[src/rtl/button_event_pkg.sv]
// Shared types and default timing for the button gesture decoder.
package button_event_pkg;

  typedef enum logic [2:0] {
    ARM    = 3'd0,
    IDLE   = 3'd1,
    PRESS1 = 3'd2,
    WAIT2  = 3'd3,
    PRESS2 = 3'd4,
    LONG   = 3'd5
  } state_t;

  typedef enum logic [2:0] {
    EV_NONE   = 3'd0,
    EV_CLICK  = 3'd1,
    EV_DOUBLE = 3'd2,
    EV_LONG   = 3'd3,
    EV_REPEAT = 3'd4
  } ev_t;

  localparam int unsigned DEF_LONG_CYCLES   = 25_000_000;
  localparam int unsigned DEF_GAP_CYCLES    = 10_000_000;
  localparam int unsigned DEF_REPEAT_CYCLES = 5_000_000;
  localparam int unsigned DEF_CNT_W         = 25;

  // One-hot pulse vector {click, double_click, long_press, repeat_tick}.
  function automatic logic [3:0] ev_pulses(input ev_t ev);
    case (ev)
      EV_CLICK:  return 4'b1000;
      EV_DOUBLE: return 4'b0100;
      EV_LONG:   return 4'b0010;
      EV_REPEAT: return 4'b0001;
      default:   return 4'b0000;
    endcase
  endfunction

endpackage

[src/rtl/button_event_decoder.sv]
// Classifies a debounced button level into click / double / long / repeat pulses.
//
// state  | meaning
// ARM    | wait for the button to be seen released after reset
// IDLE   | released, no gesture in progress
// PRESS1 | first press, counting high samples toward a long press
// WAIT2  | short press released, counting the double-click gap
// PRESS2 | second press of a double click, waiting for release
// LONG   | long press held, counting repeat periods
module button_event_decoder
  import button_event_pkg::*;
#(
  parameter int unsigned LONG_CYCLES   = DEF_LONG_CYCLES,
  parameter int unsigned GAP_CYCLES    = DEF_GAP_CYCLES,
  parameter int unsigned REPEAT_CYCLES = DEF_REPEAT_CYCLES,
  parameter int unsigned CNT_W         = DEF_CNT_W
) (
  input  logic clk,
  input  logic rst_n,
  input  logic btn_level,
  output logic click,
  output logic double_click,
  output logic long_press,
  output logic repeat_tick,
  output logic held
);

  localparam longint unsigned CNT_MAX = (64'd1 << CNT_W) - 64'd1;
  localparam bit PARAMS_OK =
    (CNT_W >= 2) && (CNT_W <= 31) &&
    (LONG_CYCLES >= 2)   && (64'(LONG_CYCLES)   <= CNT_MAX) &&
    (GAP_CYCLES >= 2)    && (64'(GAP_CYCLES)    <= CNT_MAX) &&
    (REPEAT_CYCLES >= 2) && (64'(REPEAT_CYCLES) <= CNT_MAX);

  if (!PARAMS_OK) begin : g_bad_params
    $error("button_event_decoder: *_CYCLES must be in [2, 2^CNT_W-1]");
  end

  // Compare against N-1 so the sample that would make the count N is the deciding one.
  localparam logic [CNT_W-1:0] LONG_LAST   = CNT_W'(LONG_CYCLES - 1);
  localparam logic [CNT_W-1:0] GAP_LAST    = CNT_W'(GAP_CYCLES - 1);
  localparam logic [CNT_W-1:0] REPEAT_LAST = CNT_W'(REPEAT_CYCLES - 1);
  localparam logic [CNT_W-1:0] ONE         = CNT_W'(1);

  state_t           state;
  logic [CNT_W-1:0] cnt;

  always_ff @(posedge clk or negedge rst_n) begin
    if (!rst_n) begin
      state <= ARM;
      cnt   <= '0;
      held  <= 1'b0;
      {click, double_click, long_press, repeat_tick} <= 4'b0000;
    end else begin
      {click, double_click, long_press, repeat_tick} <= ev_pulses(EV_NONE);
      held <= 1'b0;
      case (state)
        ARM: begin
          if (!btn_level) state <= IDLE;
        end
        IDLE: begin
          if (btn_level) begin
            state <= PRESS1;
            cnt   <= ONE;
          end
        end
        PRESS1: begin
          if (btn_level) begin
            if (cnt == LONG_LAST) begin
              state <= LONG;
              cnt   <= '0;
              held  <= 1'b1;
              {click, double_click, long_press, repeat_tick} <= ev_pulses(EV_LONG);
            end else begin
              cnt <= cnt + ONE;
            end
          end else begin
            state <= WAIT2;
            cnt   <= ONE;
          end
        end
        WAIT2: begin
          if (btn_level) begin
            state <= PRESS2;
            cnt   <= '0;
            {click, double_click, long_press, repeat_tick} <= ev_pulses(EV_DOUBLE);
          end else if (cnt == GAP_LAST) begin
            state <= IDLE;
            cnt   <= '0;
            {click, double_click, long_press, repeat_tick} <= ev_pulses(EV_CLICK);
          end else begin
            cnt <= cnt + ONE;
          end
        end
        PRESS2: begin
          if (!btn_level) state <= IDLE;
        end
        LONG: begin
          if (btn_level) begin
            held <= 1'b1;
            if (cnt == REPEAT_LAST) begin
              cnt <= '0;
              {click, double_click, long_press, repeat_tick} <= ev_pulses(EV_REPEAT);
            end else begin
              cnt <= cnt + ONE;
            end
          end else begin
            state <= IDLE;
            cnt   <= '0;
          end
        end
        default: begin
          state <= ARM;
          cnt   <= '0;
        end
      endcase
    end
  end

endmodule
[config.mk]
export PLATFORM = sky130hd
export DESIGN_NAME = button_event_decoder
export DESIGN_NICKNAME = d
export VERILOG_FILES = /design/src/rtl/button_event_pkg.sv /design/src/rtl/button_event_decoder.sv
export SDC_FILE = /design/constraint.sdc
export NUM_CORES = 1
export LEC_CHECK = 0
export ABC_AREA = 1
export BUFFER_PORTS_ARGS = -buffer_cell sky130_fd_sc_hd__buf_2
export CAP_MARGIN = 20
export CORE_ASPECT_RATIO = 1.2
export CORE_MARGIN = 2
export CORE_UTILIZATION = 55
export DETAILED_ROUTE_END_ITERATION = 12
export PLACE_DENSITY = 0.72
export SLEW_MARGIN = 20
export SYNTH_ARGS = -nofsm -noshare
export SYNTH_HDL_FRONTEND = slang
export SYNTH_SLANG_ARGS = --single-unit
[constraint.sdc]
create_clock -name clk -period 1.5 [get_ports clk]
set_input_delay 0.45 -clock clk [delete_from_list [all_inputs] [get_ports clk]]
set_output_delay 0.45 -clock clk [all_outputs]
set_load 0.005 [all_outputs]
==> flow_metrics.tcl <==
set metrics [dict create \
    synth_ff_type "dfrtp_1" \
    endpoint_kind "register" \
    finalHoldViolCount 0 \
    grt_pass1_wl_um 12100 \
    multi_input_area_mm2 0.00121 \
    critPathArrivalTime_ns 2.07 \
    regArea_um2 826 \
    drc 0 \
    synth_edf_count 0 \
    netlist_instances 296 \
    numCtsBuffers 5 \
    drive_gt1_frac 0.376 \
    synth_top_area_frac 0.400 \
    violations "negative setup slack" \
    synth-seq-cells 33 \
    cts_num_sinks 33 \
    cts.path.max_buffers 2 \
    die_w_um 59.9 \
    ys_seq_area_frac 0.400 \
    tightest_slew_ns 0.461 \
    timing.fmax_mhz 542 \
    vias 2627 \
    grt_overflow 0 \
    post_drt_wl_per_cell_um 18.0 \
    die_area_mm2 0.00426 \
    crit_type "reg -> reg" \
    slew_viol_final 0 \
    ys_types 24 \
    cp.required_ns 1.72 \
    synthArstFlopShare 1.00 \
    final_nets 399 \
    r2r_cells 8 \
    diodes 0 \
    cts_tree "yes" \
    h-tree-depth 2 \
    finalInstanceArea_mm2 0.00309 \
    grt_pass1_vias 2547 \
    synth_warnings 0 \
    grt_max_degree 34 \
    p_per_area_mw_per_mm2 1110 \
    start_util 0.573 \
    yosysTopAreaCell "dfrtp_1" \
    dp.final_hpwl_um 4440 \
    setup-violations-final 30 \
    antenna_found_initial 0 \
    drt_iter0_drc 357 \
    totalWireLength_um 7830 \
    drtAntennaViolNets 0 \
    synth_nets 300 \
    syn2layout_area_growth_pct 49.5 \
    fillCellCount 202 \
    clk_latency_ns 0.31 \
    maxSlewHeadroom 0.691 \
    synth_commonest_cells "58 x nand2_1, 58 x nor2_1, 34 x inv_1, 33 x dfrtp_1, 32 x nand3_1" \
    finalCritPeriodShare 1.23 \
    crit_fanout 4 \
    postCtsHoldBufs 0 \
    r2r_start "cnt[1]" \
    yosys-top-cells-area "dfrtp_1 40%, nand2_1 11%, nor2_1 11%, nand3_1 7.8%, inv_1 6.2%" \
    rr_endpoint "cnt[14]" \
    drt_first_pass_iters 8 \
    row_count 24 \
    gp_congestion 0.962 \
    die_h_um 71.1 \
    clk_pin_slew_ns 0.09 \
    setup_slack_ns -0.347 \
    grt.total_usage 0.387 \
    startpoint_type "register" \
    skew_ns 0.0162 \
    cts_root_buf "clkbuf_8" \
    synth_area_mm2 0.00207 \
    fin_hold_ws_ns 0.0943 \
    ios 8 \
    vias_per_cell 6.04 \
    leakage_nw 1.45 \
    place_area_mm2 0.00272 \
    coreArea_mm2 0.00360 \
    regToRegSetupSlack_ns -0.35 \
    fin_crit_ns 1.85 \
    io_buffers 7 \
    ir_drop_mv 1.69 \
    rsz0062_at_grt "true" \
    final_core_util 0.857 \
    hold_class "in -> async" \
    status "finished with violations" \
    syn_area_per_cell_um2 6.98 \
    drv_cap 0 \
]
[sequential cells by signal (all words and copies together), names as in the netlist]
| register | count |
|---|---|
| state | 3 |
| long_press | 1 |
| cnt | 25 |
| held | 1 |
| double_click | 1 |
| click | 1 |
| repeat_tick | 1 |
[report_power, final]
| group | internal [W] | switching (W) | leakage, nW |
|---|---|---|---|
| registers | 0.000963 | 0.0000651 | 0.455 |
| logic | 0.000704 | 0.000982 | 0.956 |
| clock network | 0.000326 | 0.000382 | 0.0364 |
[cell type report]
cell class | instances | area share
clock buffer | 5 | 0.0223
multi-input combinational | 221 | 0.393
tap | 39 | 0.0158
clock inverter | 3 | 0.00729
inverter | 36 | 0.0438
timing repair buffer | 98 | 0.250
sequential | 33 | 0.267
[layout by cell type, fill, tap and decap left out]
master,instances
buf_4,81
nand2_1,53
nor2_1,49
inv_1,34
dfrtp_1,33
nand3_1,24
nor3_1,15
nor2_2,12
xor2_1,9
buf_6,8
nand4_1,7
o21ai_0,7
buf_2,7
nand3_2,6
nand2_2,6
a21oi_1,6
o21ai_1,6
nor3_2,5
clkbuf_8,5
nor3_4,3
nand3_4,3
clkinvlp_4,3
inv_2,2
nor4_1,2
nor2_4,2
buf_12,2
or2_2,1
nand2_4,1
a31oi_1,1
nor4_2,1
nand3b_1,1
ha_2,1
[worst max path at each step]
stage	start	to	depth (start not counted)
2_1_floorplan	cnt[0]	cnt[8]	9
3_3_place_gp	cnt[1]	cnt[20]	8
3_5_place_dp	cnt[1]	cnt[20]	8
4_1_cts	cnt[1]	cnt[14]	8
5_1_grt	cnt[1]	cnt[16]	9
6_report	cnt[1]	cnt[14]	8
[kinds of logic (layout without fill, tap and decap cells)]
kind of cell | after synthesis | after routing | synth area share
fa+ha+maj | 1 | 1 | 0.00606
buf+inv | 42 | 142 | 0.0902
simple gates | 191 | 191 | 0.417
compound gates | 20 | 20 | 0.0491
flops | 33 | 33 | 0.400
xor+xnor | 9 | 9 | 0.0382
[routing by layer]
layer	global-route usage	share of wire	vias to the layer above
li1	-	-	1153
met1	0.439	0.35	1215
met3	0.0914	0.076	66
met4	0.242	0.069	0
met2	0.636	0.50	193
met5	0	0	-
[per-stage QoR]
| stage | std cells | worst slack (ns) | total power (W) | TNS (ns) |
|---|---|---|---|---|
| after floorplan | 296 | -0.121 | 0.00184 | -2.24 |
| after global placement | 414 | -0.192 | 0.00243 | -3.77 |
| after detailed placement | 414 | -0.344 | 0.00246 | -5.07 |
| after CTS | 434 | -0.219 | 0.00328 | -4.36 |
| after global routing | 435 | -0.437 | 0.00357 | -10.66 |
| final | 435 | -0.347 | 0.00342 | -8.12 |
[critical path: stages (launching register included)]
cell	delay [ns]
dfrtp_1	0.36
ha_2	0.20
nand4_1	0.24
nor2_4	0.24
buf_6	0.15
buf_6	0.09
nand4_1	0.16
xor2_1	0.21
nor2_1	0.11
[what timing repair did]
action,in CTS,in global routing
buffers inserted,12,3
pin swaps,16,16
gates resized for setup,28,19
endpoints found under the setup margin,27,32
Note: power is estimated with default switching activity, not from simulation.
